**src/rtl/controlador_carga_instrucciones_if.sv**
```systemverilog
// Command, byte-stream and instruction-memory bus between the loader
// controller and its environment (host link, memory and CPU).
interface controlador_carga_instrucciones_if #(
  parameter int NBITS = 32
);
  logic             i_load;
  logic             i_run;
  logic [7:0]       i_rx_data;
  logic             i_rx_valid;
  logic [NBITS-1:0] i_PC;
  logic [NBITS-1:0] i_instruction;
  logic [NBITS-1:0] o_mem_addr;
  logic [NBITS-1:0] o_mem_wdata;
  logic             o_mem_we;
  logic             o_cpu_enable;
  logic             o_busy;
  logic             o_done;
  logic             o_error;

  // Controller side.
  modport slave (
    input  i_load, i_run, i_rx_data, i_rx_valid, i_PC, i_instruction,
    output o_mem_addr, o_mem_wdata, o_mem_we, o_cpu_enable,
           o_busy, o_done, o_error
  );

  // Environment side: host, memory model and CPU.
  modport master (
    output i_load, i_run, i_rx_data, i_rx_valid, i_PC, i_instruction,
    input  o_mem_addr, o_mem_wdata, o_mem_we, o_cpu_enable,
           o_busy, o_done, o_error
  );
endinterface

```
**src/rtl/controlador_carga_instrucciones.sv**
```systemverilog
// Program loader: assembles received bytes MSB-first into words, writes them
// to consecutive instruction-memory addresses until the HALT word, then
// gates CPU execution until the CPU fetches HALT.
module controlador_carga_instrucciones #(
  parameter int               NBITS  = 32,
  parameter int               CELDAS = 60,
  parameter logic [NBITS-1:0] HALT   = 32'hFFFF_FFFF
) (
  input logic i_clk,
  input logic i_reset,
  controlador_carga_instrucciones_if.slave bus
);

  typedef enum logic [2:0] {
    IDLE,
    LOAD,
    WRITE,
    READY,
    RUN,
    DONE,
    ERROR
  } state_t;

  // Highest byte address a word may still be written to.
  localparam logic [NBITS-1:0] LAST_ADDR = NBITS'(CELDAS - 4);

  state_t           state_q, state_d;
  logic [NBITS-1:0] ptr_q, ptr_d;
  logic [1:0]       cnt_q, cnt_d;
  logic [NBITS-1:0] buf_q, buf_d;

  // Incoming byte appended at the LSB end, so the first byte ends up on top.
  logic [NBITS-1:0] buf_shifted;
  assign buf_shifted = {buf_q[NBITS-9:0], bus.i_rx_data};

  // State register, write pointer, byte counter and word buffer.
  // NOTE: sequential state uses non-blocking assignments so every flop
  // samples the pre-edge values computed by the combinational block.
  always_ff @(posedge i_clk or negedge i_reset) begin
    if (!i_reset) begin
      state_q <= IDLE;
      ptr_q   <= '0;
      cnt_q   <= '0;
      buf_q   <= '0;
    end else begin
      state_q <= state_d;
      ptr_q   <= ptr_d;
      cnt_q   <= cnt_d;
      buf_q   <= buf_d;
    end
  end

  // Next-state logic: download sequencing, overflow detection and run control.
  // NOTE: every signal gets a hold-value default first, so no path through
  // the case statement can leave one unassigned and infer a latch.
  always_comb begin
    state_d = state_q;
    ptr_d   = ptr_q;
    cnt_d   = cnt_q;
    buf_d   = buf_q;

    unique case (state_q)
      IDLE, READY, DONE, ERROR: begin
        if (bus.i_load) begin
          state_d = LOAD;
          ptr_d   = '0;
          cnt_d   = '0;
        end else if (state_q == READY && bus.i_run) begin
          state_d = RUN;
        end
      end

      LOAD: begin
        if (bus.i_rx_valid) begin
          buf_d = buf_shifted;
          cnt_d = cnt_q + 2'd1;
          if (cnt_q == 2'd3) begin
            // A word that would land past the last cell is never written.
            state_d = (ptr_q > LAST_ADDR) ? ERROR : WRITE;
          end
        end
      end

      WRITE: begin
        ptr_d = ptr_q + NBITS'(4);
        if (buf_q == HALT) begin
          state_d = READY;
        end else begin
          state_d = LOAD;
          // A byte arriving while the previous word is written starts the next word.
          if (bus.i_rx_valid) begin
            buf_d = buf_shifted;
            cnt_d = cnt_q + 2'd1;
          end
        end
      end

      RUN: begin
        if (bus.i_instruction == HALT) begin
          state_d = DONE;
        end
      end

      default: state_d = IDLE;
    endcase
  end

  // Outputs decoded from the registered state; the address mux lets the CPU
  // own the memory port except during the single write cycle.
  assign bus.o_mem_we     = (state_q == WRITE);
  assign bus.o_mem_addr   = (state_q == WRITE) ? ptr_q : bus.i_PC;
  assign bus.o_mem_wdata  = buf_q;
  assign bus.o_cpu_enable = (state_q == RUN);
  assign bus.o_busy       = (state_q == LOAD) || (state_q == WRITE);
  assign bus.o_done       = (state_q == READY) || (state_q == DONE);
  assign bus.o_error      = (state_q == ERROR);

endmodule

```
**src/flat_wrapper.sv**
```systemverilog
// flat-port wrapper written by rule: the top's interface ports become plain ports
module controlador_carga_instrucciones_flat 
#(
  parameter int               NBITS  = 32,
  parameter int               CELDAS = 60,
  parameter logic [NBITS-1:0] HALT   = 32'hFFFF_FFFF
)
  (i_clk, i_reset, bus_i_load, bus_i_run, bus_i_rx_data, bus_i_rx_valid, bus_i_PC, bus_i_instruction, bus_o_mem_addr, bus_o_mem_wdata, bus_o_mem_we, bus_o_cpu_enable, bus_o_busy, bus_o_done, bus_o_error);
  controlador_carga_instrucciones_if #(.NBITS(NBITS)) bus_i ();
  input logic i_clk;
  input logic i_reset;
  input wire logic [$bits(bus_i.i_load)-1:0] bus_i_load;
  input wire logic [$bits(bus_i.i_run)-1:0] bus_i_run;
  input wire logic [$bits(bus_i.i_rx_data)-1:0] bus_i_rx_data;
  input wire logic [$bits(bus_i.i_rx_valid)-1:0] bus_i_rx_valid;
  input wire logic [$bits(bus_i.i_PC)-1:0] bus_i_PC;
  input wire logic [$bits(bus_i.i_instruction)-1:0] bus_i_instruction;
  output wire logic [$bits(bus_i.o_mem_addr)-1:0] bus_o_mem_addr;
  output wire logic [$bits(bus_i.o_mem_wdata)-1:0] bus_o_mem_wdata;
  output wire logic [$bits(bus_i.o_mem_we)-1:0] bus_o_mem_we;
  output wire logic [$bits(bus_i.o_cpu_enable)-1:0] bus_o_cpu_enable;
  output wire logic [$bits(bus_i.o_busy)-1:0] bus_o_busy;
  output wire logic [$bits(bus_i.o_done)-1:0] bus_o_done;
  output wire logic [$bits(bus_i.o_error)-1:0] bus_o_error;
  assign bus_i.i_load = bus_i_load;
  assign bus_i.i_run = bus_i_run;
  assign bus_i.i_rx_data = bus_i_rx_data;
  assign bus_i.i_rx_valid = bus_i_rx_valid;
  assign bus_i.i_PC = bus_i_PC;
  assign bus_i.i_instruction = bus_i_instruction;
  assign bus_o_mem_addr = bus_i.o_mem_addr;
  assign bus_o_mem_wdata = bus_i.o_mem_wdata;
  assign bus_o_mem_we = bus_i.o_mem_we;
  assign bus_o_cpu_enable = bus_i.o_cpu_enable;
  assign bus_o_busy = bus_i.o_busy;
  assign bus_o_done = bus_i.o_done;
  assign bus_o_error = bus_i.o_error;
  controlador_carga_instrucciones #(.NBITS(NBITS), .CELDAS(CELDAS), .HALT(HALT)) u_core (.i_clk(i_clk), .i_reset(i_reset), .bus(bus_i));
endmodule
```
**config.mk**
```make
export PLATFORM = sky130hd
export DESIGN_NAME = controlador_carga_instrucciones_flat
export DESIGN_NICKNAME = d
export VERILOG_FILES = /design/src/rtl/controlador_carga_instrucciones_if.sv /design/src/rtl/controlador_carga_instrucciones.sv /design/src/flat_wrapper.sv
export SDC_FILE = /design/constraint.sdc
export NUM_CORES = 1
export LEC_CHECK = 0
export ABC_AREA = 1
export BUFFER_PORTS_ARGS = -buffer_cell sky130_fd_sc_hd__buf_2
export CAP_MARGIN = 10
export CELL_PAD_IN_SITES_DETAIL_PLACEMENT = 2
export CELL_PAD_IN_SITES_GLOBAL_PLACEMENT = 2
export CORE_MARGIN = 8
export CORE_UTILIZATION = 24
export DETAILED_ROUTE_END_ITERATION = 16
export HOLD_SLACK_MARGIN = 0.05
export PLACE_DENSITY_LB_ADDON = 0.1
export SLEW_MARGIN = 20
export SYNTH_ARGS = -nofsm -noshare
export SYNTH_HDL_FRONTEND = slang
export SYNTH_SLANG_ARGS = --single-unit
```
**constraint.sdc**
```tcl
create_clock -name i_clk -period 1.5 [get_ports i_clk]
set_clock_uncertainty 0.2 [all_clocks]
set_input_delay 0.075 -clock i_clk [delete_from_list [all_inputs] [get_ports i_clk]]
set_output_delay 0.075 -clock i_clk [all_outputs]
set_load 0.01 [all_outputs]
```
==> flow_summary.yaml <==
clock_tree:
  cts_htree_levels: 3
  clkLatencyLatePin_ns: 0.34
  cts_num_sinks: 67
  cts_buffers: 9
  clock_path_buffers: 2
  clk_pin_slew_worst_paths_ns: 0.06
  cts-root-buf: "clkbuf_16"
  cts_tree: "yes"
placed_design:
  gp_congestion: 0.781
  pre_cts_ws_ns: -0.413
  dpl.hpwl_um: 16100
  io_buffers: 145
  dp.cells: 1130
run:
  cap_violations: 0
setup_path:
  required_ns: 1.22
  cp_cell_sequence: "nand3_4, buf_12, inv_8, buf_12, o21a_1, buf_2"
  cp_num_buf_inv: 4
  crit_path_top_delay_cell: "dfrtp_2"
  path_common_cell: "buf_12"
  critPathKind: "flip-flop to output port"
  path_delay_family: "buffers and inverters"
  cp_data_arrival_time_ns: 1.63
  max_stage_delay_ns: 0.45
  cp_max_fo: 8
  critPathLaunchType: "flip-flop"
  end_kind: "output port"
timing:
  drv_slew: 0
  rsz0062_at_grt: "true"
  fin_setup_tns_ns: -34.08
  whs_ns: 0.0540
  timing.final.crit_share: 1.27
  setup_violations: 104
  post-route-min-period_ns: 1.90
  tightestPinTransition_ns: 0.543
  slew_headroom: 0.638
  layout_setup_ws_ns: -0.404
  final_hold_viol_count: 0
  fmax_mhz: 525
synthesis:
  synth_top_area_share: 0.390
  syn-num-nets: 712
  synth_top_cells_by_area: "dfrtp_1, nand2_1, nor2_1"
  syn-mean-instance-area_um2: 6.81
  syn_inst: 632
  ys_seq_area_frac: 0.390
  synth_area_um2: 4300
  ys_types: 33
  synth_top_area_cell: "dfrtp_1"
  ys_warn_count: 0
  synth_seq_cells: 67
route:
  num_vias: 5524
  drt_pass1_iterations: 4
  drc: 0
  detail-route-antenna-nets: 0
  drt_iter0_markers: 139
  postRouteWirelength_um: 22400
  wire_per_inst_um: 18.9
  vias_per_cell: 4.67
power_and_ir_drop:
  p_per_area_nw_per_um2: 1460
  irDropWorstVdd_uv: 771
  p_sw_frac: 0.424
  clock_power_share: 0.206
  seq_power_share: 0.238
  p_leak_uw: 0.00384
  p_sw_uw: 4680
  p_int_uw: 6360
  combinationalPowerShare: 0.556
run_status:
  violations: "negative setup slack"
  run_status: "complete, but fails checks"
final_layout:
  layout.nets: 1030
  regArea_um2: 1680
  final_cell_mix: "nand2_1, buf_4, buf_2, dfrtp_1, nor2_1"
  drive_above_1_share: 0.473
  num_antenna_cells: 0
  nFillCells: 2111
  fin_util: 0.426
  area_delta_synth_final_pct: 76.2
  multi_input_area_um2: 2610
  instances_no_fill: 1184
  final_common_cell: "nand2_1"
global_routing:
  antenna_found_initial: 0
  grt_max_degree: 34
  grt_pass1_vias: 6442
  gr-total-overflow: 0
  grt_pass1_wl_um: 34500
  grt_usage: 0.198
floorplan:
  row_count: 49
  start_util: 0.242
  chipWidth_um: 150
  die_h_um: 150
  core-area_um2: 17800
  pin_count: 146
  die_area_um2: 22500
worst_hold_path:
  min_path_type: "primary input to asynchronous set/reset pin"
==> power groups by stage <==
| stage | registers [uW] | logic [uW] | clock network [uW] |
|---|---|---|---|
| after floorplan | 2870 | 2110 | 0 |
| after global placement | 2610 | 4650 | 0 |
| after detailed placement | 2670 | 4880 | 0 |
| after CTS | 2610 | 5860 | 2320 |
| after global routing | 2680 | 6660 | 2410 |
| final | 2630 | 6140 | 2280 |
==> final timing paths <==
| check | start | endpoint | slack [ns] | cells past startpoint |
|---|---|---|---|---|
| max in group asynchronous | i_reset | u_core.ptr_q[17]$_DFFE_PN0P_ | 0.12 | 3 |
| worst max-delay path | u_core.state_q[1]$_DFFE_PN0P_ | bus_o_mem_addr[2] | -0.40 | 6 |
| worst min register to register | u_core.cnt_q[1]$_DFFE_PN0P_ | u_core.cnt_q[1]$_DFFE_PN0P_ | 0.31 | 2 |
| min in group i_clk | bus_i_instruction[10] | u_core.state_q[2]$_DFFE_PN0P_ | 0.22 | 10 |
| worst max register to register | u_core.state_q[1]$_DFFE_PN0P_ | u_core.bus.o_mem_wdata[13]$_DFFE_PN0P_ | -0.39 | 10 |
| worst min-delay path | i_reset | u_core.state_q[0]$_DFFE_PN0P_ | 0.05 | 2 |
==> metrics by stage <==
stage	instance area, um^2	power (uW)
6_report	7580	11000
3_3_place_gp	6380	7270
2_1_floorplan	4350	4980
3_5_place_dp	6380	7550
5_1_grt	7580	11700
4_1_cts	7300	10800
==> flip-flops by register name, indices dropped and copies added (netlist names) <==
register	flops
u_core.ptr_q	30
u_core.cnt_q	2
u_core.bus.o_mem_wdata	32
u_core.state_q	3
==> area by class of cell <==
class,instances,share of cell area
Clock buffer,9,0.0297
Tap cell,229,0.0378
Inverter,65,0.0383
Timing Repair Buffer,322,0.312
Multi-Input combinational cell,482,0.344
Sequential cell,67,0.222
Timing Repair inverter,3,0.00479
Clock inverter,7,0.0111
==> Yosys cell counts <==
cell,number
nor3_2,1
inv_1,58
a21oi_1,3
o32ai_1,2
nand4_1,14
nor2_2,4
nand2_4,1
buf_4,4
nand3b_1,1
inv_2,5
ha_1,3
o21a_1,1
nand3_2,3
o22ai_2,4
o21ai_0,36
nand2_2,4
nand2_1,245
xor2_1,3
nor2_1,72
inv_4,2
o22ai_1,2
nand3_1,37
buf_6,5
buf_2,5
o21ai_1,12
clkbuf_1,2
o21ai_2,17
buf_1,2
nor3_1,11
dfrtp_1,67
nor2_4,4
or2_2,1
nand3_4,1
==> logic make-up (layout without fill, tap and decap cells) <==
| kind of cell | Yosys count | count (layout) | share of synthesized area |
|---|---|---|---|
| AOI/OAI and AO/OA | 77 | 77 | 0.114 |
| xor gates and xnor gates | 3 | 3 | 0.00611 |
| adders and majority gates | 3 | 3 | 0.00872 |
| buffers and inverters | 83 | 406 | 0.0872 |
| DFF | 67 | 67 | 0.390 |
| and+or+nand+nor | 399 | 399 | 0.394 |
==> layer usage <==
layer	part of all wire	up-vias	track usage	wire length, um
met5	0	-	0	0
met1	0.38	2733	0.203	8430
li1	-	2651	-	-
met3	0.032	36	0.0360	716
met4	0.024	0	0.0615	536
met2	0.57	104	0.392	12700
==> worst register-to-register path: cells and delay by family (launching register included) <==
family	cells	cell delay, ns
buf+inv	4	0.48
compound gates	1	0.07
simple gates	5	0.58
flops	1	0.45
==> timing repair <==
action,in CTS,in global routing
endpoints found under the hold margin,79,0
setup endpoints to repair,104,104
hold buffers,13,0
gates resized for setup,83,64
buffers inserted,13,4
pin swaps,13,11
cloned,6,3
Note: power is estimated with default switching activity, not from simulation.
